`src/rtl/wb_pkg.sv`:
```
// Shared encodings for the writeback stage: result-source select and load funct3.
package wb_pkg;

  typedef enum logic [1:0] {
    WB_SRC_ALU = 2'b00,
    WB_SRC_MEM = 2'b01,
    WB_SRC_PC4 = 2'b10,
    WB_SRC_CSR = 2'b11
  } wb_src_e;

  typedef enum logic [2:0] {
    F3_LB  = 3'b000,
    F3_LH  = 3'b001,
    F3_LW  = 3'b010,
    F3_LD  = 3'b011,
    F3_LBU = 3'b100,
    F3_LHU = 3'b101,
    F3_LWU = 3'b110
  } ld_f3_e;

endpackage

```
`src/rtl/wb_stage_pipe_load_extender.sv`:
```
// Sub-word load extraction: shift the aligned word down to the addressed byte,
// then sign/zero-extend. Flags misaligned or illegal loads (data forced to 0).
module load_extender
  import wb_pkg::*;
#(
  parameter int XLEN  = 32,
  parameter int OFF_W = $clog2(XLEN/8)
) (
  input  logic [XLEN-1:0]  raw,
  input  logic [2:0]       funct3,
  input  logic [OFF_W-1:0] byte_off,
  output logic [XLEN-1:0]  data,
  output logic             fault
);

  logic [XLEN-1:0] shifted;
  assign shifted = raw >> {byte_off, 3'b000};

  always_comb begin
    data  = '0;
    fault = 1'b0;
    case (funct3)
      F3_LB:  data = XLEN'($signed(shifted[7:0]));
      F3_LBU: data = XLEN'(shifted[7:0]);
      F3_LH: begin
        fault = byte_off[0];
        data  = XLEN'($signed(shifted[15:0]));
      end
      F3_LHU: begin
        fault = byte_off[0];
        data  = XLEN'(shifted[15:0]);
      end
      F3_LW: begin
        fault = byte_off[1:0] != 2'b00;
        data  = XLEN'($signed(shifted[31:0]));
      end
      // Doubleword and unsigned-word loads only exist on the 64-bit datapath.
      F3_LWU: begin
        fault = (XLEN != 64) || (byte_off[1:0] != 2'b00);
        data  = XLEN'(shifted[31:0]);
      end
      F3_LD: begin
        fault = (XLEN != 64) || (byte_off != '0);
        data  = shifted;
      end
      default: fault = 1'b1;
    endcase
    if (fault) data = '0;
  end

endmodule

```
`src/rtl/wb_stage_pipe.sv`:
```
// Writeback stage: result-source mux, load extraction, x0/fault write suppression,
// one-cycle output register with flush/stall, and a retired-instruction counter.
module wb_stage_pipe
  import wb_pkg::*;
#(
  parameter  int XLEN  = 32,
  parameter  int CNT_W = 64,
  localparam int OFF_W = $clog2(XLEN/8)
) (
  input  logic             clk,
  input  logic             rst,
  input  logic             in_valid,
  input  logic             stall,
  input  logic             flush,
  input  logic [XLEN-1:0]  mem_wb_dmem_data_out,
  input  logic [XLEN-1:0]  mem_wb_alu_result,
  input  logic [XLEN-1:0]  mem_wb_pc_plus4,
  input  logic [XLEN-1:0]  mem_wb_csr_rdata,
  input  logic [4:0]       mem_wb_rd_addr,
  input  logic             mem_wb_reg_write_en,
  input  logic [1:0]       mem_wb_mem_to_reg,
  input  logic [2:0]       mem_wb_load_funct3,
  input  logic [OFF_W-1:0] mem_wb_byte_off,
  output logic             wb_valid,
  output logic [4:0]       wb_rd_addr,
  output logic [XLEN-1:0]  wb_data,
  output logic             wb_reg_write_en,
  output logic             wb_load_fault,
  output logic [CNT_W-1:0] instret
);

  logic [XLEN-1:0] ld_data, sel_data;
  logic            ld_fault, fault;

  load_extender #(.XLEN(XLEN), .OFF_W(OFF_W)) u_ld (
    .raw      (mem_wb_dmem_data_out),
    .funct3   (mem_wb_load_funct3),
    .byte_off (mem_wb_byte_off),
    .data     (ld_data),
    .fault    (ld_fault)
  );

  // Only the MEM source can fault; funct3/byte_off are don't-care otherwise.
  assign fault = (mem_wb_mem_to_reg == WB_SRC_MEM) & ld_fault;

  always_comb begin
    sel_data = mem_wb_alu_result;
    case (mem_wb_mem_to_reg)
      WB_SRC_MEM: sel_data = ld_data;
      WB_SRC_PC4: sel_data = mem_wb_pc_plus4;
      WB_SRC_CSR: sel_data = mem_wb_csr_rdata;
      default:    sel_data = mem_wb_alu_result;
    endcase
  end

  always_ff @(posedge clk or posedge rst) begin
    if (rst) begin
      wb_valid        <= 1'b0;
      wb_rd_addr      <= '0;
      wb_data         <= '0;
      wb_reg_write_en <= 1'b0;
      wb_load_fault   <= 1'b0;
      instret         <= '0;
    end else if (flush) begin
      wb_valid        <= 1'b0;
      wb_reg_write_en <= 1'b0;
      wb_load_fault   <= 1'b0;
    end else if (stall) begin
      // Fault is a pulse; holding it through a stall would report the trap twice.
      wb_load_fault   <= 1'b0;
    end else begin
      wb_valid        <= in_valid;
      wb_rd_addr      <= mem_wb_rd_addr;
      wb_data         <= sel_data;
      wb_reg_write_en <= in_valid & mem_wb_reg_write_en & (mem_wb_rd_addr != 5'd0) & ~fault;
      wb_load_fault   <= in_valid & fault;
      if (in_valid && !fault) instret <= instret + CNT_W'(1);
    end
  end

endmodule

```
`config.mk`:
```
export PLATFORM = sky130hd
export DESIGN_NAME = wb_stage_pipe
export DESIGN_NICKNAME = d
export VERILOG_FILES = /design/src/rtl/wb_pkg.sv /design/src/rtl/wb_stage_pipe_load_extender.sv /design/src/rtl/wb_stage_pipe.sv
export SDC_FILE = /design/constraint.sdc
export NUM_CORES = 1
export LEC_CHECK = 0
export ABC_AREA = 0
export CELL_PAD_IN_SITES_DETAIL_PLACEMENT = 0
export CELL_PAD_IN_SITES_GLOBAL_PLACEMENT = 2
export CORE_UTILIZATION = 26
export DETAILED_ROUTE_END_ITERATION = 7
export PLACE_DENSITY = 0.93
export SKIP_CTS_REPAIR_TIMING = 1
export SYNTH_ARGS = -nofsm -noshare
export SYNTH_HDL_FRONTEND = slang
export SYNTH_HIERARCHICAL = 1
export SYNTH_SLANG_ARGS = --single-unit
export TNS_END_PERCENT = 20
```
`constraint.sdc`:
```
create_clock -name clk -period 5 [get_ports clk]
set_clock_uncertainty 0.1 [all_clocks]
set_input_delay 1 -clock clk [delete_from_list [all_inputs] [get_ports clk]]
set_output_delay 1 -clock clk [all_outputs]
set_load 0.005 [all_outputs]
```
# == Yosys cells after proc, flatten, opt, wreduce, memory -nomap -nowiden ==
# Index checks and enable logic that the tools add are counted.
# op_classes
addsub,1
n_eq_ne,10
shift,1
mux,10
n_bitwise,8
n_reduce_logical,10
# op_table
op,count
32-bit one-hot mux with 5 select lines,1
32-bit one-hot mux with 3 select lines,1
"64-bit by 1-bit adder with 64-bit output, second input constant",1
32-bit 2-to-1 mux,1
32-bit by 5-bit right shift with 32-bit output,1
"3-bit equality test, second input constant",3
"3-bit by 2-bit equality test with 1-bit output, second input constant",2
1-bit 2-to-1 mux,6
1-bit bitwise AND,5
5-bit nonzero test,1
"2-bit equality test, second input constant",2
2-bit OR reduction,2
"3-bit by 1-bit equality test with 1-bit output, second input constant",1
3-bit zero test,1
1-bit NOT,3
1-bit one-hot mux with 3 select lines,1
3-bit AND reduction,1
3-bit OR reduction,1
"2-bit by 1-bit equality test with 1-bit output, second input constant",1
"2-bit by 1-bit inequality test with 1-bit output, second input constant",1
2-bit AND reduction,1
2-bit nonzero test,1
1-bit logical AND,1
1-bit zero test,1
# word_totals
reg_bits,104
input_bits,146
out_inout_bits,104
word_cells,46

# == Depth between registers and ports, before layout ==
# Gate-level depths: netlist (run 1).
# depth
word_depth,8
depth_mapped,11
ltp_nobuf,8

# == Cells and area by module ==
# The synthesis (run 1) kept the hierarchy.
# modules_own_cells
module,n_inst,cells_each,area_each_um2,seq_area_each_um2
wb_stage_pipe,1,411,5216.3,2602.5
load_extender,1,114,728.2,0.0

# == Worst setup path after synthesis (run 1) ==
# Ideal clock, no wire load.
# synth_timing
path_kind,input port to flip-flop
from,input port mem_wb_byte_off[1]
to,register instret[58]
setup_ps,79
arrival_ps,3403
required_ps,4821
path_slack_ps,1418
path_stages,11
path_buffers,3
cell_sequence,buf_4 -> or4_4 -> nand2_2 -> inv_2 -> buf_6 -> nand3b_1 -> or4b_4 -> or3_1 -> buf_6 -> nor4_4 -> xor2_1
# synth_via
elab_chain_len,6
# synth_lines
element,line_no,source
from (decl),wb_stage_pipe.sv:23,"input logic [OFF_W-1:0] mem_wb_byte_off,"
2-bit nonzero test,wb_stage_pipe_load_extender.sv:34,fault = byte_off[1:0] != 2'b00;
1-bit one-hot mux with 3 select lines,wb_stage_pipe_load_extender.sv:22,case (funct3)
named net ld_fault,wb_stage_pipe.sv:33,"logic ld_fault, fault;"
1-bit bitwise AND,wb_stage_pipe.sv:44,assign fault = (mem_wb_mem_to_reg == WB_SRC_MEM) & ld_fault;
1-bit zero test,wb_stage_pipe.sv:77,if (in_valid && !fault) instret <= instret + CNT_W'(1);
1-bit logical AND,wb_stage_pipe.sv:77,
3-bit AND reduction (no line),-,
to (signal assigned),wb_stage_pipe.sv:77,
to (decl),wb_stage_pipe.sv:29,output logic [CNT_W-1:0] instret
# The timed path passes the listed nets, and every way through them passes these cells.
# A chain may end at the register's enable or synchronous reset.

# == Worst setup path after layout (run 1) ==
# layout_timing
from,input port mem_wb_load_funct3[0]
to,register instret[58]
# layout_via
elab_chain_len,7
word_cells_on_any_way,12
cone_classes,eq/ne (4); mux (1); bitwise (1); reduce/logical (6)
# layout_lines
element,line_no,source
from (decl),wb_stage_pipe.sv:22,"input logic [2:0] mem_wb_load_funct3,"
"3-bit by 1-bit equality test with 1-bit output, or another cell as far along",wb_stage_pipe_load_extender.sv:22,
2-bit OR reduction (no line),-,
1-bit one-hot mux with 3 select lines (*),wb_stage_pipe_load_extender.sv:22,
named net ld_fault,wb_stage_pipe.sv:33,
1-bit bitwise AND (*),wb_stage_pipe.sv:44,
1-bit zero test (*),wb_stage_pipe.sv:77,
1-bit logical AND (*),wb_stage_pipe.sv:77,
3-bit AND reduction (no line) (*),-,
# The timed path passes the listed nets; every way through them passes the cells marked *.

==> results.py, run 1 <==
metrics = {
    "synthesis": {
        "synthAdderAreaFrac": 0.00210,
        "syn_area_per_cell_um2": 11.3,
        "synth_simple_gate_area_frac": 0.168,
        "synth_area_leader_cell": "dfrtp_1",
        "syn_area_um2": 5940,
        "ys_seq_elements": 104,
        "ys_seq_area_frac": 0.438,
        "synthesis.nets": 672,
        "synth_compound_area_frac": 0.0471,
        "yosysTopAreaCellShare": 0.438,
        "synth_cell_types": 44,
        "synthCells": 525,
        "synth_xor_area_frac": 0.0943,
        "yosys_warnings": 6,
        "synthMuxAreaShare": 0.223,
        "synth.area.top_cells": "dfrtp_1 44%, mux4_2 12%, mux2_2 7.0%",
        "synth_top_family_by_area": "multiplexers",
    },
    "clock_network": {
        "clk_root_buffer_cell": "clkbuf_16",
        "clk_pin_slew_ns": 0.08,
        "clock_sinks": 104,
        "cts_buffers": 9,
        "cts_max_level": 3,
        "tritoncts": "yes",
        "clkLatencyLatePin_ns": 0.35,
        "clockBufferDepth": 2,
    },
    "floorplanning": {
        "die_h_um": 153,
        "start_util": 0.269,
        "fp.dieArea_um2": 23500,
        "fp.dieW_um": 153,
        "coreArea_um2": 22100,
        "ioPinCount": 250,
        "num_rows": 54,
    },
    "timing": {
        "tightest_slew_ns": 0.923,
        "fin_tns_setup_ns": 0,
        "period_needed_ns": 3.95,
        "drv_slew": 0,
        "rsz0062_at_grt": "no",
        "slew_headroom": 0.385,
        "period_share": 0.790,
        "hold_viol": 0,
        "max_freq_mhz": 253,
        "setup_ws_ns": 1.05,
        "hold_slack_ns": 0.388,
        "setup_viol": 0,
    },
    "global_route": {
        "grt_usage": 0.176,
        "grt_pass1_vias": 5424,
        "antenna_found_initial": 1,
        "grt_pass1_wl_um": 31400,
        "grt_max_degree": 71,
        "overflow": 0,
    },
    "power_and_ir_drop": {
        "p_leak_nw": 3.65,
        "powerDensity_nw_per_um2": 249,
        "ir_drop_mv": 0.169,
    },
    "route": {
        "drt-total-wl_um": 19800,
        "ant_nets": 0,
        "drt_iter0_markers": 191,
        "vias": 5285,
        "drc": 0,
        "avgViaCountPerCell": 5.00,
        "firstDrtPassIters": 5,
        "wl_per_cell_um": 18.8,
    },
    "cells_and_area": {
        "nNetsFinal": 918,
        "multi_input_area_um2": 3190,
        "seqCellArea_um2": 2600,
        "fill_cells": 2120,
        "syn_to_final_growth_pct": 52.3,
        "drive_gt1_frac": 0.140,
        "utilization": 0.410,
    },
    "placement": {
        "place_worst_setup_slack_ns": 0.698,
        "numPortBuffers": 249,
        "place_congestion": 0.856,
        "dp_hpwl_um": 15800,
    },
    "critical_path": {
        "crit_path_end_kind": "flip-flop",
        "start_kind": "primary input",
        "criticalPathCategory": "in2reg",
        "cp_max_fo": 15,
        "worstPathArrival_ns": 4.13,
        "cp.required_ns": 5.18,
    },
    "status": {
        "status": "completed",
    },
    "min_path": {
        "hp-class": "reg2reg",
    },
    "run": {
        "maxCapViolCount": 0,
    },
}
[sequential cells by signal (all words and copies together) (netlist names)]
| signal | count |
|---|---|
| instret | 64 |
| wb_data | 32 |
| wb_load_fault | 1 |
| wb_rd_addr | 5 |
| wb_reg_write_en | 1 |
| wb_valid | 1 |
[cells by family after synthesis]
| logic type | count (synthesis) |
|---|---|
| AND/OR/NAND/NOR | 190 |
| buffers and inverters | 35 |
| XOR/XNOR | 64 |
| flip-flops | 104 |
| AO/OA/AOI/OAI | 43 |
| adder cells (fa/ha/maj) | 1 |
| multiplexers | 88 |
[critical path, cell delays in order]
cell and delay (ns):
clkdlybuf4s50_1 0.54, or4_4 0.58, nand2_2 0.11, inv_2 0.12
nand3b_1 0.23, or4b_4 0.52, or3_1 0.55, nor4_4 0.32
xor2_1 0.16
[path summary, 6_finish.rpt]
| check | from | depth (start not counted) | end | slack (ns) |
|---|---|---|---|---|
| setup reg to reg | instret[24] | 5 | instret[58] | 2.34 |
| hold reg to reg | instret[63] | 1 | instret[63] | 0.39 |
| setup / recovery | mem_wb_load_funct3[0] | 9 | instret[58] | 1.05 |
| max in group asynchronous | rst | 3 | instret[3] | 2.86 |
| hold / removal | instret[63] | 1 | instret[63] | 0.39 |
| min in group asynchronous | rst | 2 | wb_data[21] | 1.08 |
[metrics by stage]
stage	power [mW]	instances	cell area (um2)
2_1_floorplan	1.21	525	5940
6_report	2.25	1058	9050
4_1_cts	2.29	1056	9050
5_1_grt	2.37	1056	9050
3_3_place_gp	1.56	1040	8750
3_5_place_dp	1.57	1040	8750
[layout make-up]
type	count	share of cell area
multi-input cells	386	0.352
flip-flops and latches	104	0.287
repair buffers	261	0.284
well taps	280	0.0387
clock buffers	9	0.0249
clock inverters	7	0.00801
inverters	9	0.00401
diodes	2	0.000553
[cell usage in the layout (no fill, tap or decap), types with 12 or more instances in the layout]
cell type        Yosys  final
mux2i_1             19     19
buf_4                1     12
xor2_1              23     23
nand3_1             33     33
mux4_2              32     32
nand2_1             44     44
clkdlybuf4s50_1      0    247
a211oi_1            14     14
nor3_1              14     14
mux2_2              37     37
dfrtp_1            104    104
nor2_1              30     29
xnor2_1             41     41
nand4_1             21     21
[per-layer routing]
layer,vias up,track usage,part of all wire
met5,-,0,0
met1,2604,0.203,0.40
met2,211,0.309,0.50
met3,27,0.0499,0.070
li1,2443,-,-
met4,0,0.0635,0.026
[Yosys cell counts, drive strengths merged]
cell type,n
xor2,23
a211oi,14
and2,2
dfrtp,104
mux4,32
or3,5
ha,1
clkbuf,12
nor4,11
o22ai,1
mux2i,19
nor2b,10
or4,3
nand4b,1
buf,14
or4b,1
and3,5
or3b,1
a21oi,7
nand4,21
o31ai,7
mux2,37
nor4b,1
o21ai,10
nand2,45
and3b,1
o211ai,3
nand3,33
nor2,30
or2,1
a21o,1
nor3,14
and4,3
inv,9
nand3b,2
xnor2,41
[where the power goes]
part	leakage (nW)	internal (mW)	switching, mW
sequential	1.36	0.922	0.0653
clock	0.143	0.355	0.360
combinational	2.14	0.362	0.191
(Power assumes the default switching activity.)
==> inputs of run 2 (changes only) <==
==> constraint.sdc (replaced) <==
create_clock -name clk -period 4.1 [get_ports clk]
set_clock_uncertainty 0.1 [all_clocks]
set_input_delay 0.82 -clock clk [delete_from_list [all_inputs] [get_ports clk]]
set_output_delay 0.82 -clock clk [all_outputs]
set_load 0.005 [all_outputs]
==> results.py, run 2 (synthesis gave the netlist of run 1 again) <==
metrics = {
    "status": {
        "status": "completed",
    },
    "timing": {
        "rsz0062_at_grt": "no",
        "slew_headroom": 0.342,
        "tightest_slew_ns": 0.977,
        "setup_ws_ns": 0.493,
        "hold_viol": 0,
        "setup_viol": 0,
        "drv_slew": 0,
        "max_freq_mhz": 277,
        "hold_slack_ns": 0.395,
        "fin_tns_setup_ns": 0,
        "period_needed_ns": 3.61,
        "period_share": 0.880,
    },
    "critical_path": {
        "crit_family": "simple AND/OR/NAND/NOR gates",
        "rrSetupSlack_ns": 1.41,
        "crit_path_end_kind": "flip-flop",
        "path_cells": "clkdlybuf4s50_1 > or4_4 > nand2_2 > inv_2 > nand3b_1 > or4b_4 > or3_1 > nor4_4 > xor2_1",
        "cp.buffers_inverters": 2,
        "criticalPathCategory": "in2reg",
        "start_kind": "primary input",
        "cp_max_fo": 9,
        "cp.required_ns": 4.28,
        "worstPathArrival_ns": 3.79,
        "crit_slowest_cell": "or3_1",
        "slowest_delay_ns": 0.58,
    },
    "floorplanning": {
        "die_h_um": 153,
        "fp.dieW_um": 153,
        "coreArea_um2": 22100,
        "start_util": 0.269,
        "fp.dieArea_um2": 23500,
        "ioPinCount": 250,
        "num_rows": 54,
    },
    "route": {
        "wl_per_cell_um": 18.9,
        "avgViaCountPerCell": 4.90,
        "ant_nets": 0,
        "drt-total-wl_um": 20000,
        "drt_iter0_markers": 174,
        "drc": 0,
        "firstDrtPassIters": 4,
        "vias": 5181,
    },
    "clock_network": {
        "clk_pin_slew_ns": 0.08,
        "clock_sinks": 104,
        "clkLatencyLatePin_ns": 0.35,
        "cts_max_level": 3,
        "tritoncts": "yes",
        "clk_root_buffer_cell": "clkbuf_16",
        "clockBufferDepth": 2,
        "cts_buffers": 9,
    },
    "cells_and_area": {
        "seqCellArea_um2": 2600,
        "drive_gt1_frac": 0.142,
        "multi_input_area_um2": 3190,
        "nNetsFinal": 919,
        "top_register": "instret",
        "top_regs": "instret (64), wb_data (32), wb_rd_addr (5)",
        "layout_common_cells": "247 x clkdlybuf4s50_1, 104 x dfrtp_1, 44 x nand2_1, 41 x xnor2_1, 37 x mux2_2",
        "largest_reg_flops": 64,
        "finalNonFillerCells": 1057,
        "diodes": 0,
        "final_common_cell": "clkdlybuf4s50_1",
        "fin_area_um2": 9090,
        "fill_cells": 2142,
        "syn_to_final_growth_pct": 52.9,
    },
    "placement": {
        "place_congestion": 0.859,
        "placed_cell_area_um2": 8780,
        "place_worst_setup_slack_ns": 0.155,
        "dpl.cell_count": 1041,
        "numPortBuffers": 249,
        "dp_hpwl_um": 15800,
    },
    "global_route": {
        "grt_pass1_wl_um": 31200,
        "grt_pass1_vias": 5351,
        "grt_max_degree": 68,
        "overflow": 0,
        "grt_usage": 0.175,
        "antenna_found_initial": 1,
    },
    "power_and_ir_drop": {
        "powerDensity_nw_per_um2": 308,
        "ir_drop_mv": 0.242,
        "p_leak_nw": 3.67,
    },
    "run": {
        "maxCapViolCount": 0,
    },
    "min_path": {
        "hp-class": "reg2reg",
    },
}
run 2: changes by cell type in the layout (fill, tap and decap cells not counted):
cell / change
clkinv_2: +2
clkinv_8: -1
buf_4: -1
bufinv_16: +1
diode_2: -2
buf_12: +2
inv_6: -2
run 2: metal layers:
metal  up-vias  wire length, um  track usage
met1      2510             8000        0.205
li1       2440                -            -
met2       213            10100        0.305
met3        16             1550       0.0570
met4         2              303       0.0438
met5         -               10            0
run 2: final timing paths:
path	from	endpoint	depth (start not counted)
setup / recovery	mem_wb_load_funct3[2]	instret[58]	9
hold / removal	instret[58]	instret[58]	1
setup reg to reg	instret[24]	instret[58]	5
hold reg to reg	instret[58]	instret[58]	1
max in group asynchronous	rst	instret[14]	3
min in group asynchronous	rst	wb_data[31]	2
run 2: metrics by stage:
| step | power [mW] | util |
|---|---|---|
| global route | 2.92 | 0.411 |
| CTS | 2.84 | 0.411 |
| finish | 2.80 | 0.411 |
| global placement | 1.91 | 0.398 |
| detailed placement | 1.92 | 0.398 |
| floorplan | 1.48 | - |
run 2: final cells by class:
| cell class | instances | share of cell area |
|---|---|---|
| timing repair buffer | 262 | 0.287 |
| inverter | 9 | 0.00399 |
| tap | 280 | 0.0385 |
| sequential | 104 | 0.286 |
| clock inverter | 7 | 0.00867 |
| clock buffer | 9 | 0.0248 |
| multi-input combinational | 386 | 0.351 |
run 2: report_power, final:
part	leakage [nW]	internal, mW	switching, mW
clock	0.149	0.482	0.429
sequential	1.36	1.12	0.0782
combinational	2.16	0.446	0.236
total	3.67	2.05	0.743
run 2: worst register-to-register path, stage by stage, from the launching register on:
cell	delay [ns]
dfrtp_1	0.46
nand4_1	0.25
or4_1	0.75
or3_1	0.59
nor4_4	0.32
xor2_1	0.16
